## src/rtl/multdiv_sequencer.sv

```systemverilog
// rtl/multdiv_sequencer.sv - iterative signed 32-bit multiply/divide sequencer
module multdiv_sequencer (
    input  logic        clock,
    input  logic        reset,
    input  logic        ctrl_MULT,
    input  logic        ctrl_DIV,
    input  logic [31:0] data_operandA,
    input  logic [31:0] data_operandB,
    output logic [31:0] data_result,
    output logic        data_exception,
    output logic        data_resultRDY,
    output logic        busy
);

    typedef enum logic [1:0] {
        S_IDLE = 2'd0,
        S_MUL  = 2'd1,
        S_DIV  = 2'd2,
        S_DONE = 2'd3
    } state_t;

    state_t      r_state;
    state_t      w_next_state;
    logic [4:0]  r_count;
    // Shared accumulator: multiply keeps {partial product, multiplier},
    // divide keeps {partial remainder, dividend/quotient}.
    logic [63:0] r_acc;
    logic [31:0] r_mag_b;      // multiplicand or divisor magnitude
    logic        r_neg;        // result sign
    logic        r_b_zero;
    logic        r_div_ovf;

    logic        w_start;
    logic        w_last;
    logic [31:0] w_mag_a;
    logic [31:0] w_mag_b;
    logic [32:0] w_mul_sum;
    logic [63:0] w_mul_acc;
    logic [63:0] w_product;
    logic        w_mul_exc;
    logic [32:0] w_rem_shift;
    logic [32:0] w_div_diff;
    logic [31:0] w_rem_next;
    logic [31:0] w_quo_next;
    logic [31:0] w_div_result;

    assign w_start = ctrl_MULT | ctrl_DIV;
    assign w_last  = (r_count == 5'd31);
    assign w_mag_a = data_operandA[31] ? -data_operandA : data_operandA;
    assign w_mag_b = data_operandB[31] ? -data_operandB : data_operandB;

    // Shift/add step: add multiplicand into the high half when the current
    // multiplier bit is set, then shift the whole accumulator right.
    assign w_mul_sum = {1'b0, r_acc[63:32]} + (r_acc[0] ? {1'b0, r_mag_b} : 33'd0);
    assign w_mul_acc = {w_mul_sum, r_acc[31:1]};
    assign w_product = r_neg ? -w_mul_acc : w_mul_acc;
    assign w_mul_exc = !((&w_product[63:31]) || (~|w_product[63:31]));

    // Restoring step: bring in the next dividend bit, subtract the divisor,
    // keep the difference only when it did not go negative.
    assign w_rem_shift = {r_acc[63:32], r_acc[31]};
    assign w_div_diff  = w_rem_shift - {1'b0, r_mag_b};
    assign w_rem_next  = w_div_diff[32] ? w_rem_shift[31:0] : w_div_diff[31:0];
    assign w_quo_next  = {r_acc[30:0], ~w_div_diff[32]};
    assign w_div_result = r_b_zero ? 32'd0 : (r_neg ? -w_quo_next : w_quo_next);

    assign data_resultRDY = (r_state == S_DONE);
    assign busy           = (r_state == S_MUL) || (r_state == S_DIV);

    // State register
    always_ff @(posedge clock) begin
        if (reset) r_state <= S_IDLE;
        else       r_state <= w_next_state;
    end

    // Next state: any start restarts (multiply wins), else count out to DONE
    always_comb begin
        w_next_state = r_state;
        if (ctrl_MULT) begin
            w_next_state = S_MUL;
        end else if (ctrl_DIV) begin
            w_next_state = S_DIV;
        end else begin
            case (r_state)
                S_MUL, S_DIV: if (w_last) w_next_state = S_DONE;
                S_DONE:       w_next_state = S_IDLE;
                default:      w_next_state = r_state;
            endcase
        end
    end

    // Datapath: latch operands on start, iterate, publish result entering DONE
    always_ff @(posedge clock) begin
        if (reset) begin
            r_count        <= 5'd0;
            r_acc          <= 64'd0;
            r_mag_b        <= 32'd0;
            r_neg          <= 1'b0;
            r_b_zero       <= 1'b0;
            r_div_ovf      <= 1'b0;
            data_result    <= 32'd0;
            data_exception <= 1'b0;
        end else if (w_start) begin
            r_count   <= 5'd0;
            r_acc     <= {32'd0, ctrl_MULT ? w_mag_b : w_mag_a};
            r_mag_b   <= ctrl_MULT ? w_mag_a : w_mag_b;
            r_neg     <= data_operandA[31] ^ data_operandB[31];
            r_b_zero  <= (data_operandB == 32'd0);
            r_div_ovf <= (data_operandA == 32'h8000_0000) && (data_operandB == 32'hFFFF_FFFF);
        end else if (r_state == S_MUL) begin
            r_acc <= w_mul_acc;
            if (w_last) begin
                data_result    <= w_product[31:0];
                data_exception <= w_mul_exc;
            end else begin
                r_count <= r_count + 5'd1;
            end
        end else if (r_state == S_DIV) begin
            r_acc <= {w_rem_next, w_quo_next};
            if (w_last) begin
                data_result    <= w_div_result;
                data_exception <= r_b_zero | r_div_ovf;
            end else begin
                r_count <= r_count + 5'd1;
            end
        end
    end

endmodule

```

## config.mk

```make
export PLATFORM = sky130hd
export DESIGN_NAME = multdiv_sequencer
export DESIGN_NICKNAME = d
export VERILOG_FILES = /design/src/rtl/multdiv_sequencer.sv
export SDC_FILE = /design/constraint.sdc
export NUM_CORES = 1
export LEC_CHECK = 0
export CAP_MARGIN = 25
export CORE_MARGIN = 1.5
export CORE_UTILIZATION = 35
export DETAILED_ROUTE_END_ITERATION = 12
export HOLD_SLACK_MARGIN = 0.05
export PLACE_DENSITY = 0.54
export SLEW_MARGIN = 25
export SYNTH_ARGS = -nofsm -noshare
export SYNTH_HDL_FRONTEND = slang
export SYNTH_SLANG_ARGS = --single-unit
```

## constraint.sdc

```tcl
create_clock -name clock -period 10.4 [get_ports clock]
set_input_delay 3.12 -clock clock [delete_from_list [all_inputs] [get_ports clock]]
set_output_delay 3.12 -clock clock [all_outputs]
set_load 0.01 [all_outputs]
```

======== After elaboration in Yosys (flattened, before gate mapping) ========
Cells that the tools add are included.
word-level totals
  register bits ........................... 139
  output and inout port bits .............. 35
  input port bits ......................... 68
operators by class
  equality and inequality tests ........... 10
  multiplexer cells ....................... 27
  reductions and logical operators ........ 18
  $add $sub $neg .......................... 7
  bitwise logic cells ..................... 5
operators by type and width
  cell                                                            count
  32-bit 2-to-1 mux                                               13
  64-bit 2-to-1 mux                                               3
  32-bit negation                                                 3
  32-bit == test (second input constant)                          2
  64-bit negation                                                 1
  32-bit by 32-bit adder with 33-bit output                       1
  33-bit AND reduction                                            1
  33-bit OR reduction                                             1
  33-bit by 32-bit subtractor with 33-bit output                  1
  32-bit zero test                                                1
  5-bit 2-to-1 mux                                                3
  3-bit nonzero test                                              2
  2-bit OR reduction                                              3
  5-bit by 1-bit adder with 5-bit output (second input constant)  1
  5-bit == test (second input constant)                           1
  1-bit 2-to-1 mux                                                5
  2-bit == test (second input constant)                           2
  2-bit 2-to-1 mux                                                2
  2-bit inequality test (second input constant)                   2
  4-bit inequality test (second input constant)                   1
  2-bit one-hot mux with 2 select lines                           1
  2-bit AND reduction                                             2
  4-bit AND reduction                                             1
  4-bit nonzero test                                              1
  other kinds (9)                                                 13

======== Logic depth before layout (Yosys ltp) ========
  word-level depth ........................ 10
  depth in mapped cells ................... 21
  mapped depth without buffers ............ 20

======== Worst setup path before layout ========
Ideal clock, no wire load.
  path kind ............................... input -> register
  start ................................... input port ctrl_DIV
  end ..................................... register data_exception
  path slack .............................. 4357 ps
  stages on the path ...................... 12
  path buffers ............................ 2
  data required time ...................... 10278 ps
  data arrival time ....................... 5921 ps
  path through ............................ clkbuf_1 > inv_1 > nand2_1 > or3_1 > clkbuf_1 > a21oi_1 > nand2_1 > or4_1 > or4b_1 > or4_1 > o41ai_2 > nor2_1
between the ends
  word-level cells in the longest chain between the ends .. 3
ends and longest elaborated chain
  what                           line  text
  start: declaration             6     input logic ctrl_DIV,
  1-bit bitwise OR               47    assign w_start = ctrl_MULT | ctrl_DIV;
  1-bit inverter (no line)       --
  4-bit AND reduction (no line)  --
  end signal: assignment         114   data_exception <= w_mul_exc;
  end signal: assignment         122   data_exception <= r_b_zero | r_div_ovf;
  end: declaration               10    output logic data_exception,
Every way passes these cells.
A chain may end at the register's enable or synchronous reset.

======== Final worst setup path ========
Ends and elaborated chain as after synthesis.

==> impl_results.html <==
<table>
<tr><th>Metric</th><th>Value</th></tr>
<tr><th colspan="2">Power</th></tr>
<tr><td>Static Leak</td><td>6.44 nW</td></tr>
<tr><td>VDD IR-drop max</td><td>84.8 µV</td></tr>
<tr><td>Power density over the cells</td><td>110 nW/µm²</td></tr>
<tr><th colspan="2">Min path</th></tr>
<tr><td>Class of the most critical hold timing path</td><td>reg2reg</td></tr>
<tr><th colspan="2">Drt</th></tr>
<tr><td>DRT antenna net count</td><td>0</td></tr>
<tr><td>Post-DR wirelength/cell</td><td>21.3 µm</td></tr>
<tr><td>Violation count after the first detailed-route iteration</td><td>1450</td></tr>
<tr><td>Detail-routed via count per cell</td><td>6.10</td></tr>
<tr><td>Total iterations of the first detailed-routing run</td><td>5</td></tr>
<tr><td>Total vias in the final route</td><td>16300</td></tr>
<tr><td>Detailed Route WL</td><td>56900 µm</td></tr>
<tr><td>DRC</td><td>0</td></tr>
<tr><th colspan="2">Setup path</th></tr>
<tr><td>Crit path arrival time</td><td>7230 ps</td></tr>
<tr><td>Cell chain of the critical path</td><td>buf_2 -&gt; buf_4 -&gt; inv_1 -&gt; nand2_1 -&gt; or3_1 -&gt; buf_4 -&gt; nor3_1 -&gt; a21oi_1 -&gt; nand2_1 -&gt; or4_1 -&gt; or4b_1 -&gt; or4_1 -&gt; o41ai_2 -&gt; nor2_1</td></tr>
<tr><td>Crit. End Element</td><td>register</td></tr>
<tr><td>Standard cell with the maximum stage delay on the critical path</td><td>buf_4</td></tr>
<tr><td>Cell family contributing the most delay on the critical path</td><td>simple AND/OR/NAND/NOR gates</td></tr>
<tr><td>Worst path buffer plus inverter count</td><td>4</td></tr>
<tr><td>Crit Path Category</td><td>in2reg</td></tr>
<tr><td>Critical Path RT</td><td>10740 ps</td></tr>
<tr><td>Maximum net fanout on the critical path</td><td>79</td></tr>
<tr><td>Startpoint types</td><td>input port</td></tr>
<tr><td>Maximum cell stage delay along the critical path</td><td>650 ps</td></tr>
<tr><th colspan="2">Cells and area</th></tr>
<tr><td>Count of nets after finishing</td><td>2263</td></tr>
<tr><td>Area growth from synthesis to layout</td><td>12.2%</td></tr>
<tr><td>Fraction of layout cells with a size suffix above 1</td><td>6.10%</td></tr>
<tr><td>Number of diodes added for antenna fixing</td><td>0</td></tr>
<tr><th colspan="2">Global route</th></tr>
<tr><td>Total global routing track utilization</td><td>25.6%</td></tr>
<tr><td>Number of antenna violations at the first check in global routing</td><td>0</td></tr>
<tr><td>Vias in the first global route</td><td>15400</td></tr>
<tr><td>GR Overflow Total</td><td>0</td></tr>
<tr><td>Pin count of the biggest net entering global routing</td><td>96</td></tr>
<tr><td>First-pass GRT wire length</td><td>88800 µm</td></tr>
<tr><th colspan="2">STA</th></tr>
<tr><td>Setup violations, final</td><td>0</td></tr>
<tr><td>Setup repair after global routing missed its margin</td><td>false</td></tr>
<tr><td>Final Slew Violations</td><td>0</td></tr>
<tr><td>Max Clk Rate</td><td>145 MHz</td></tr>
<tr><td>Slew at the pin closest to its max-slew limit</td><td>941 ps</td></tr>
<tr><td>Worst hold-check slack</td><td>495 ps</td></tr>
<tr><td>Final clock skew</td><td>9.60 ps</td></tr>
<tr><td>Rel. slew slack</td><td>36.6%</td></tr>
<tr><td>Setup ws final</td><td>3500 ps</td></tr>
<tr><td>Total negative slack for setup checks</td><td>0 ps</td></tr>
<tr><td>Final min period</td><td>6900 ps</td></tr>
<tr><td>Final count of hold timing violations</td><td>0</td></tr>
<tr><td>Portion of the clock cycle consumed by the worst path in the final layout</td><td>66.3%</td></tr>
<tr><th colspan="2">Floorplanning</th></tr>
<tr><td>Total Die Area</td><td>44200 µm²</td></tr>
<tr><td>Total I/O pin count</td><td>103</td></tr>
<tr><td>Site Rows</td><td>75</td></tr>
<tr><td>Die extent in y</td><td>210 µm</td></tr>
<tr><td>Starting Density</td><td>35.7%</td></tr>
<tr><td>Core region area</td><td>42100 µm²</td></tr>
<tr><td>Die outline width</td><td>210 µm</td></tr>
<tr><th colspan="2">Clock network</th></tr>
<tr><td>Sink count of the clock tree</td><td>139</td></tr>
<tr><td>CTS clock-pin slew for the worst setup and hold paths</td><td>70 ps</td></tr>
<tr><td>H-tree levels</td><td>4</td></tr>
<tr><td>CTS Hold Bufs</td><td>0</td></tr>
<tr><td>Clock tree from TritonCTS</td><td>yes</td></tr>
<tr><td>Clk buf depth</td><td>2</td></tr>
<tr><td>Buffers inserted during post-CTS setup optimization</td><td>0</td></tr>
<tr><td>Buffer cell driving the clock tree root</td><td>clkbuf_16</td></tr>
<tr><td>Post-cts gate resize count</td><td>0</td></tr>
<tr><td>Number of buffers inserted during clock tree synthesis</td><td>17</td></tr>
<tr><td>Worst skew pair latency</td><td>450 ps</td></tr>
<tr><th colspan="2">Yosys</th></tr>
<tr><td>Post-synthesis cell area</td><td>15000 µm²</td></tr>
<tr><td>Most instantiated flip-flop cell in the synthesis netlist</td><td>dfxtp_1</td></tr>
<tr><td>Mapped Cells</td><td>2131</td></tr>
<tr><td>Count of flip-flops with a built-in enable after synthesis</td><td>0</td></tr>
<tr><td>Share of synthesized cell area in full adder, half adder and majority cells</td><td>6.51%</td></tr>
<tr><td>Post-Synth Simple-Gate Area</td><td>25.2%</td></tr>
<tr><td>Yosys Warn Count</td><td>0</td></tr>
<tr><td>Mean area per synthesized cell</td><td>7.05 µm²</td></tr>
<tr><td>Number of nets in the synthesized netlist</td><td>2276</td></tr>
<tr><td>Post-synthesis share of cell area spent on xor and xnor gates</td><td>10.0%</td></tr>
<tr><td>Post-synthesis compound-gate area fraction</td><td>30.6%</td></tr>
<tr><td>Dominant combinational cell family by area after synthesis</td><td>compound AO/OA/AOI/OAI gates</td></tr>
<tr><td>Async set-reset flop share out of synthesis</td><td>0%</td></tr>
<tr><td>Total of flip-flops plus latches after synthesis</td><td>139</td></tr>
<tr><td>Portion of netlist area occupied by mux cells</td><td>2.96%</td></tr>
<tr><td>Unique masters post-synth</td><td>85</td></tr>
<tr><td>Seq/Total Area, Yosys</td><td>18.5%</td></tr>
<tr><th colspan="2">Place</th></tr>
<tr><td>Post-detailed-placement half-perimeter wirelength</td><td>42600 µm</td></tr>
<tr><td>I/O Buffers</td><td>102</td></tr>
<tr><td>DP Worst Slack</td><td>3140 ps</td></tr>
<tr><td>Final GP Congestion</td><td>0.919</td></tr>
<tr><th colspan="2">Run status</th></tr>
<tr><td>Result of the run</td><td>finished clean</td></tr>
<tr><th colspan="2">Job</th></tr>
<tr><td>Max Cap Violations</td><td>0</td></tr>
</table>
==> metal layers <==
metal | vias to the layer above | GRT usage (%) | part of all wire, %
li1 | 7853 | - | -
met2 | 539 | 42.1 | 46
met3 | 102 | 2.52 | 5.0
met4 | 0 | 10.1 | 3.6
met5 | - | 0 | 0
met1 | 7796 | 34.4 | 45
==> state kept, by name, indices dropped and copies added, names as in the netlist <==
register and cells:
r_acc 64, data_result 32, r_mag_b 32, r_count 5, r_state 2, data_exception 1, r_b_zero 1, r_div_ovf 1
r_neg 1
==> path summary, 6_finish.rpt <==
path                               startpoint                     endpoint  slack (ps)  depth (start not counted)
setup reg to reg        r_acc[0]$_SDFFE_PP0P_  data_exception$_SDFFE_PP0P_        4260                         15
hold reg to reg   data_result[6]$_SDFFE_PP0P_  data_result[6]$_SDFFE_PP0P_         500                          2
hold / removal    data_result[6]$_SDFFE_PP0P_  data_result[6]$_SDFFE_PP0P_         500                          2
setup / recovery                     ctrl_DIV  data_exception$_SDFFE_PP0P_        3500                         14
==> cell families (layout without fill, tap and decap cells) <==
logic type                 Yosys count  after routing
and+or+nand+nor                    775            775
xor gates and xnor gates           172            172
adders and majority gates           77             77
AOI/OAI and AO/OA                  679            679
DFF                                139            139
muxes                               44             44
buffers and inverters              245            244
==> through the flow <==
step	cell area, µm²	util [%]	std cells	total power, mW
final	16900	40.0	2669	1.86
after global routing	16900	40.0	2669	1.95
after CTS	16900	40.0	2669	1.85
after detailed placement	16300	38.7	2638	1.26
after global placement	16300	38.7	2637	1.25
after floorplan	15000	-	2131	1.05
==> synthesized netlist by cell type, drive strengths merged, types with 12 or more instances <==
master | count | area [µm²]
a211oi | 66 | 495
a21o | 34 | 255
a21oi | 156 | 781
a221oi | 32 | 280
a31o | 17 | 149
a31oi | 20 | 125
and2 | 12 | 75.1
and3 | 20 | 125
buf | 21 | 90.1
clkbuf | 140 | 526
dfxtp | 139 | 2780
ha | 75 | 938
inv | 81 | 304
mux2i | 41 | 410
nand2 | 148 | 558
nand2b | 12 | 75.1
nand3 | 49 | 245
nand4 | 31 | 194
nor2 | 277 | 1040
nor2b | 14 | 87.6
nor3 | 85 | 425
nor4 | 20 | 161
o211ai | 21 | 158
o21a | 18 | 135
o21ai | 141 | 706
o221ai | 12 | 105
o31ai | 29 | 218
o41ai | 18 | 165
or2 | 17 | 106
or3 | 30 | 188
or4 | 23 | 188
xnor2 | 110 | 963
xor2 | 62 | 543
==> report_power, final <==
group	internal (mW)	switching, mW
registers	0.565	0.0555
logic	0.247	0.393
clock network	0.328	0.272
==> layout make-up <==
class,instances,area (µm²)
Timing Repair Buffer,129,1200
Clock buffer,17,425
Clock inverter,14,125
Tap cell,539,674
Inverter,84,315
Sequential cell,139,2780
Multi-Input combinational cell,1747,11300
Fill cell,4399,25300
==> layout by cell type (no fill, tap or decap), drive strengths merged, types with 18 or more instances in the layout <==
cell,Yosys,final
nor2,277,277
a21oi,156,156
nand2,148,148
o21ai,141,141
dfxtp,139,139
xnor2,110,110
clkdlybuf4s50,0,97
nor3,85,85
inv,81,83
ha,75,75
a211oi,66,66
xor2,62,62
nand3,49,49
mux2i,41,41
a21o,34,34
a221oi,32,32
buf,21,32
nand4,31,31
or3,30,30
o31ai,29,29
or4,23,23
o211ai,21,21
and3,20,20
a31oi,20,20
nor4,20,20
o21a,18,18
o41ai,18,18
==> tightest hold or removal path, cell delays in order (launching register included) <==
cell and delay [ps]:
dfxtp_1 310, nor2_1 90, nor3_1 50
Note: power is estimated with default switching activity, not from simulation.
